[src/rtl/core_bus_pkg.sv]
// Shared types and sizing helpers for the Wishbone bus arbiter.
package core_bus_pkg;

  typedef enum logic [1:0] {
    ST_IDLE  = 2'd0,
    ST_OWNED = 2'd1,
    ST_ERROR = 2'd2
  } arb_state_e;

  localparam int DEFAULT_TIMEOUT_CYCLES = 255;

  // Width of an index into n masters; never narrower than one bit.
  function automatic int idx_width(input int n);
    return (n > 1) ? $clog2(n) : 1;
  endfunction

  // Width of a counter that must hold the value t without wrapping.
  function automatic int cnt_width(input int t);
    return (t > 0) ? $clog2(t + 1) : 1;
  endfunction

  // Round-robin candidate: position k after pointer ptr, modulo n.
  function automatic int rr_index(input int ptr, input int k, input int n);
    int s;
    s = ptr + k;
    return (s >= n) ? s - n : s;
  endfunction

endpackage

[src/rtl/rr_arbiter.sv]
// Combinational round-robin selector: first active request at or after ptr_i.
module rr_arbiter
  import core_bus_pkg::*;
#(
  parameter int NUM_REQ = 2,
  parameter int IDX_W   = 1
) (
  input  logic [NUM_REQ-1:0] req_i,
  input  logic [IDX_W-1:0]   ptr_i,
  output logic [NUM_REQ-1:0] gnt_o,
  output logic [IDX_W-1:0]   idx_o,
  output logic               valid_o
);

  logic found;

  // Scan requests starting at the pointer; first hit wins.
  always_comb begin
    gnt_o = '0;
    idx_o = '0;
    found = 1'b0;
    for (int k = 0; k < NUM_REQ; k++) begin
      if (!found && req_i[IDX_W'(rr_index(int'(ptr_i), k, NUM_REQ))]) begin
        found = 1'b1;
        idx_o = IDX_W'(rr_index(int'(ptr_i), k, NUM_REQ));
        gnt_o[IDX_W'(rr_index(int'(ptr_i), k, NUM_REQ))] = 1'b1;
      end
    end
    valid_o = found;
  end

endmodule

[src/rtl/core_bus_arbiter.sv]
// Multi-master Wishbone arbiter with round-robin grant, bus lock while cyc is
// held, and a stall timeout that aborts the cycle with a one-cycle error.
module core_bus_arbiter
  import core_bus_pkg::*;
#(
  parameter int NUM_MASTERS    = 2,
  parameter int ADDR_WIDTH     = 32,
  parameter int DATA_WIDTH     = 32,
  parameter int TIMEOUT_CYCLES = DEFAULT_TIMEOUT_CYCLES
) (
  input  logic                             clk,
  input  logic                             rst_n,
  input  logic [NUM_MASTERS-1:0]           m_cyc_i,
  input  logic [NUM_MASTERS-1:0]           m_stb_i,
  input  logic [NUM_MASTERS-1:0]           m_we_i,
  input  logic [NUM_MASTERS*ADDR_WIDTH-1:0] m_addr_i,
  input  logic [NUM_MASTERS*DATA_WIDTH-1:0] m_data_i,
  output logic [DATA_WIDTH-1:0]            m_data_o,
  output logic [NUM_MASTERS-1:0]           m_ack_o,
  output logic [NUM_MASTERS-1:0]           m_err_o,
  output logic                             s_cyc_o,
  output logic                             s_stb_o,
  output logic                             s_we_o,
  output logic [ADDR_WIDTH-1:0]            s_addr_o,
  output logic [DATA_WIDTH-1:0]            s_data_o,
  input  logic [DATA_WIDTH-1:0]            s_data_i,
  input  logic                             s_ack_i,
  output logic [NUM_MASTERS-1:0]           grant_o
);

  localparam int IDX_W = idx_width(NUM_MASTERS);
  localparam int CNT_W = cnt_width(TIMEOUT_CYCLES);
  // Counter value on the stalled cycle that completes the timeout.
  localparam logic [CNT_W-1:0] CNT_LAST = (TIMEOUT_CYCLES > 0) ? CNT_W'(TIMEOUT_CYCLES - 1) : '0;
  localparam logic [CNT_W-1:0] CNT_MAX  = '1;
  localparam logic [IDX_W-1:0] IDX_LAST = IDX_W'(NUM_MASTERS - 1);

  arb_state_e             state_q, state_d;
  logic [NUM_MASTERS-1:0] grant_q, grant_d;
  logic [IDX_W-1:0]       owner_q, owner_d;
  logic [IDX_W-1:0]       rr_ptr_q, rr_ptr_d;
  logic [CNT_W-1:0]       cnt_q, cnt_d;

  logic [NUM_MASTERS-1:0] rr_gnt;
  logic [IDX_W-1:0]       rr_idx;
  logic                   rr_valid;
  logic                   owner_cyc;
  logic                   owner_stb;
  logic                   stall;
  logic                   timeout_hit;
  logic [IDX_W-1:0]       next_ptr;

  rr_arbiter #(
    .NUM_REQ (NUM_MASTERS),
    .IDX_W   (IDX_W)
  ) u_rr (
    .req_i   (m_cyc_i),
    .ptr_i   (rr_ptr_q),
    .gnt_o   (rr_gnt),
    .idx_o   (rr_idx),
    .valid_o (rr_valid)
  );

  assign owner_cyc = m_cyc_i[owner_q];
  assign owner_stb = m_stb_i[owner_q];
  // A stall is an owned cycle with the strobe up and no ack yet; an ack on
  // the would-be final stall cycle is therefore not a stall and wins.
  assign stall       = (state_q == ST_OWNED) && owner_stb && !s_ack_i;
  assign timeout_hit = (TIMEOUT_CYCLES != 0) && stall && (cnt_q == CNT_LAST);
  assign next_ptr    = (owner_q == IDX_LAST) ? '0 : owner_q + IDX_W'(1);
  assign grant_o     = grant_q;

  // State, grant, owner, round-robin pointer and timeout counter registers.
  always_ff @(posedge clk or negedge rst_n) begin
    if (!rst_n) begin
      state_q  <= ST_IDLE;
      grant_q  <= '0;
      owner_q  <= '0;
      rr_ptr_q <= '0;
      cnt_q    <= '0;
    end else begin
      state_q  <= state_d;
      grant_q  <= grant_d;
      owner_q  <= owner_d;
      rr_ptr_q <= rr_ptr_d;
      cnt_q    <= cnt_d;
    end
  end

  // Next-state: grant in IDLE, hold while owner keeps cyc, abort on timeout.
  always_comb begin
    state_d  = state_q;
    grant_d  = grant_q;
    owner_d  = owner_q;
    rr_ptr_d = rr_ptr_q;
    cnt_d    = cnt_q;
    unique case (state_q)
      ST_IDLE: begin
        if (rr_valid) begin
          state_d = ST_OWNED;
          grant_d = rr_gnt;
          owner_d = rr_idx;
          cnt_d   = '0;
        end
      end
      ST_OWNED: begin
        if (!owner_cyc) begin
          state_d  = ST_IDLE;
          grant_d  = '0;
          rr_ptr_d = next_ptr;
          cnt_d    = '0;
        end else if (timeout_hit) begin
          state_d = ST_ERROR;
          cnt_d   = cnt_q + CNT_W'(1);
        end else if (s_ack_i) begin
          cnt_d = '0;
        end else if (stall && (cnt_q != CNT_MAX)) begin
          cnt_d = cnt_q + CNT_W'(1);
        end
      end
      ST_ERROR: begin
        state_d  = ST_IDLE;
        grant_d  = '0;
        rr_ptr_d = next_ptr;
        cnt_d    = '0;
      end
      default: begin
        state_d = ST_IDLE;
        grant_d = '0;
        cnt_d   = '0;
      end
    endcase
  end

  // Output mux: downstream follows the owner only while OWNED; error pulse in ERROR.
  always_comb begin
    s_cyc_o  = 1'b0;
    s_stb_o  = 1'b0;
    s_we_o   = 1'b0;
    s_addr_o = '0;
    s_data_o = '0;
    m_ack_o  = '0;
    m_err_o  = '0;
    m_data_o = '0;
    if (state_q == ST_OWNED) begin
      s_cyc_o          = owner_cyc;
      s_stb_o          = owner_stb;
      s_we_o           = m_we_i[owner_q];
      s_addr_o         = m_addr_i[owner_q*ADDR_WIDTH +: ADDR_WIDTH];
      s_data_o         = m_data_i[owner_q*DATA_WIDTH +: DATA_WIDTH];
      m_ack_o[owner_q] = s_ack_i;
      m_data_o         = s_data_i;
    end
    if (state_q == ST_ERROR) begin
      m_err_o[owner_q] = 1'b1;
    end
  end

endmodule

[config.mk]
export PLATFORM = sky130hd
export DESIGN_NAME = core_bus_arbiter
export DESIGN_NICKNAME = d
export VERILOG_FILES = /design/src/rtl/core_bus_pkg.sv /design/src/rtl/rr_arbiter.sv /design/src/rtl/core_bus_arbiter.sv
export SDC_FILE = /design/constraint.sdc
export NUM_CORES = 1
export LEC_CHECK = 0
export CAP_MARGIN = 20
export CORE_AREA = 2 2 107 109
export DETAILED_ROUTE_END_ITERATION = 16
export DIE_AREA = 0 0 109 111
export PLACE_DENSITY_LB_ADDON = 0.25
export SLEW_MARGIN = 20
export SYNTH_ARGS = -nofsm -noshare
export SYNTH_HDL_FRONTEND = slang
export SYNTH_SLANG_ARGS = --single-unit
[constraint.sdc]
create_clock -name clk -period 3.27 [get_ports clk]
set_input_delay 0.4905 -clock clk [delete_from_list [all_inputs] [get_ports clk]]
set_output_delay 0.4905 -clock clk [all_outputs]
set_load 0.1 [all_outputs]
==> impl_metrics.ini <==
[outcome]
status = complete, no violations

[synth]
async_reset_ff_frac = 1.00
ys_top_cells_by_area = mux2i_1, dfrtp_1, nor2_1
ys.warnings.count = 0
synth_ff_type = dfrtp_1
syn_area_sq_um = 2040
synth_nets = 444
synth-seq-cells = 13
ys_seq_area_frac = 0.160
avgSynthCellArea_sq_um = 7.46
synth_edf_count = 0
ys_types = 42
syn_inst = 273
synth.most_common_cell = nor2_1
ys_top_cells_by_count = nor2_1, mux2i_1, and2_1
yosysTopAreaCellShare = 0.334
synth_top_area_cell = mux2i_1

[final_layout]
fin_nets = 705
nFillCells = 1128
antenna_cells = 0
stdcell_area_sq_um = 4710
area_growth_pct = 131
regArea_sq_um = 329
multi_input_area_sq_um = 1590
drive_gt1_frac = 0.227
instances_no_fill = 676

[clocking]
hold_buffers = 0
cts-resized-gates = 0
clk_pin_slew_worst_paths_ns = 0.05
cts_setup_buffers = 0
clkLatencyLatePin_ns = 0.24
cts_tree = built
numCtsBuffers = 3
cts.path.max_buffers = 2
cts_root_buffer = clkbuf_16
h-tree-depth = 1
clock-sinks = 13

[placed_design]
dp_slack_ns = 0.891
portBuffers = 272
dp_hpwl_microns = 8200
dpl_cell_area_sq_um = 4630
dp_cells = 672
gp_congestion = 0.849

[run]
cap_violations = 0

[critical_path]
cp.arrival_ns = 1.96
cp.required_ns = 2.78
cp-start-kind = register
endpoint_kind = primary output
cp_max_fo = 27
path_class = register to primary output
critPathLaunch = owner_q$_DFFE_PN0P_
r2r_start = cnt_q[0]$_DFFE_PN0P_

[timing]
post-route-min-period_ns = 2.45
finalHoldViolCount = 0
tns_ns = 0
setup_viol = 0
drv_slew = 0
tightest_slew_ns = 0.984
slew_headroom = 0.342
fin_skew_ns = 0.000555
period_share = 0.748
clock.fmax_mhz = 409
setup_slack_ns = 0.823
grt_setup_unrepaired = no

[die]
rows = 39
dieHeight_microns = 111
die_x_microns = 109
dieArea_sq_um = 12100
initial_core_util = 0.184
core_sq_um = 11100
io_pins = 274

[pwr]
p_leak_nw = 2.13
powerDensity_nw_per_um2 = 1140
ir_drop_mv = 0.651

[detailed_routing]
wire_per_inst_microns = 14.2
drc = 0
first_pass_iters = 4
drt_iter0_markers = 104
num_vias = 2961
drtAntennaViolNets = 0
routed_wl_microns = 9620
vias_per_cell = 4.38

[grt]
grt_remaining_overflow = 0
grt_pass1_wl_microns = 14600
grt_start_max_net_pins = 35
antenna_found_initial = 0
first_global_vias = 2908
grt_use_total = 0.149

[worst_hold_path]
holdCritPathClass = register to register
worstHoldStart = cnt_q[7]$_DFFE_PN0P_
[routing by layer]
metal / track usage / vias up / part of all wire
met5: 0 / - / 0
met4: 0.0239 / 0 / 0.015
met3: 0.0353 / 12 / 0.082
met2: 0.271 / 147 / 0.52
met1: 0.177 / 1333 / 0.39
li1: - / 1469 / -
[worst max-delay path, stage by stage, from the launching register on]
cell and delay (ns):
dfrtp_4 0.70, buf_4 0.45, mux2i_1 0.13, nor2_1 0.12
buf_4 0.30
[final timing paths]
kind	end	slack [ns]	depth (start not counted)
worst min-delay path	cnt_q[7]$_DFFE_PN0P_	0.52	1
worst max-delay path	s_data_o[14]	0.82	4
worst max register to register	cnt_q[5]$_DFFE_PN0P_	1.33	6
max in group asynchronous	owner_q$_DFFE_PN0P_	2.20	1
worst min register to register	cnt_q[7]$_DFFE_PN0P_	0.52	1
min in group asynchronous	cnt_q[7]$_DFFE_PN0P_	0.63	1
[layout make-up]
type	count	area share
Inverter	6	0.00478
Sequential cell	13	0.0698
Clock buffer	4	0.0167
Timing Repair Buffer	278	0.533
Multi-Input combinational cell	232	0.338
Tap cell	143	0.0380
[stage by stage]
step | util | hold slack, ns | total power, mW
floorplan | - | 0.195 | 4.13
detailed placement | 0.418 | 0.494 | 5.15
global route | 0.425 | 0.545 | 5.54
finish | 0.425 | 0.516 | 5.35
CTS | 0.425 | 0.507 | 5.39
global placement | 0.418 | 0.480 | 5.14
[logic make-up (layout without fill, tap and decap cells)]
kind of cell | Yosys count | count (layout) | share of synthesized area
AND/OR/NAND/NOR | 135 | 135 | 0.328
buffers and inverters | 28 | 288 | 0.0615
multiplexers | 69 | 69 | 0.340
other | 1 | 1 | 0.00184
adder cells (fa/ha/maj) | 2 | 2 | 0.0123
AO/OA/AOI/OAI | 25 | 25 | 0.0971
flip-flops | 13 | 13 | 0.160
[placed cells by master, fill, tap and decap left out, types with 2 or more instances in the layout]
master and n:
clkdlybuf4s50_1 169, buf_4 109, nor2_1 69, mux2i_1 68, and2_1 32, dfrtp_1 12
inv_1 5, nand2_1 5, nand3_1 4, nor3_1 4, nor2b_1 4, o31ai_1 4
nand4_1 3, o311ai_0 3, clkbuf_16 3, a31o_1 2, or3_1 2, a41oi_1 2
a31oi_1 2, a21oi_1 2, o211ai_1 2, a22o_1 2, ha_1 2
[sequential cells by signal, summed over array words and instances (netlist names)]
signal    flops
state_q       2
owner_q       1
grant_o       1
cnt_q         8
rr_ptr_q      1
[power by group]
part | internal, mW | switching (mW)
clock | 0.164 | 0.0662
combinational | 1.11 | 3.71
sequential | 0.192 | 0.107
(Power assumes the default switching activity.)
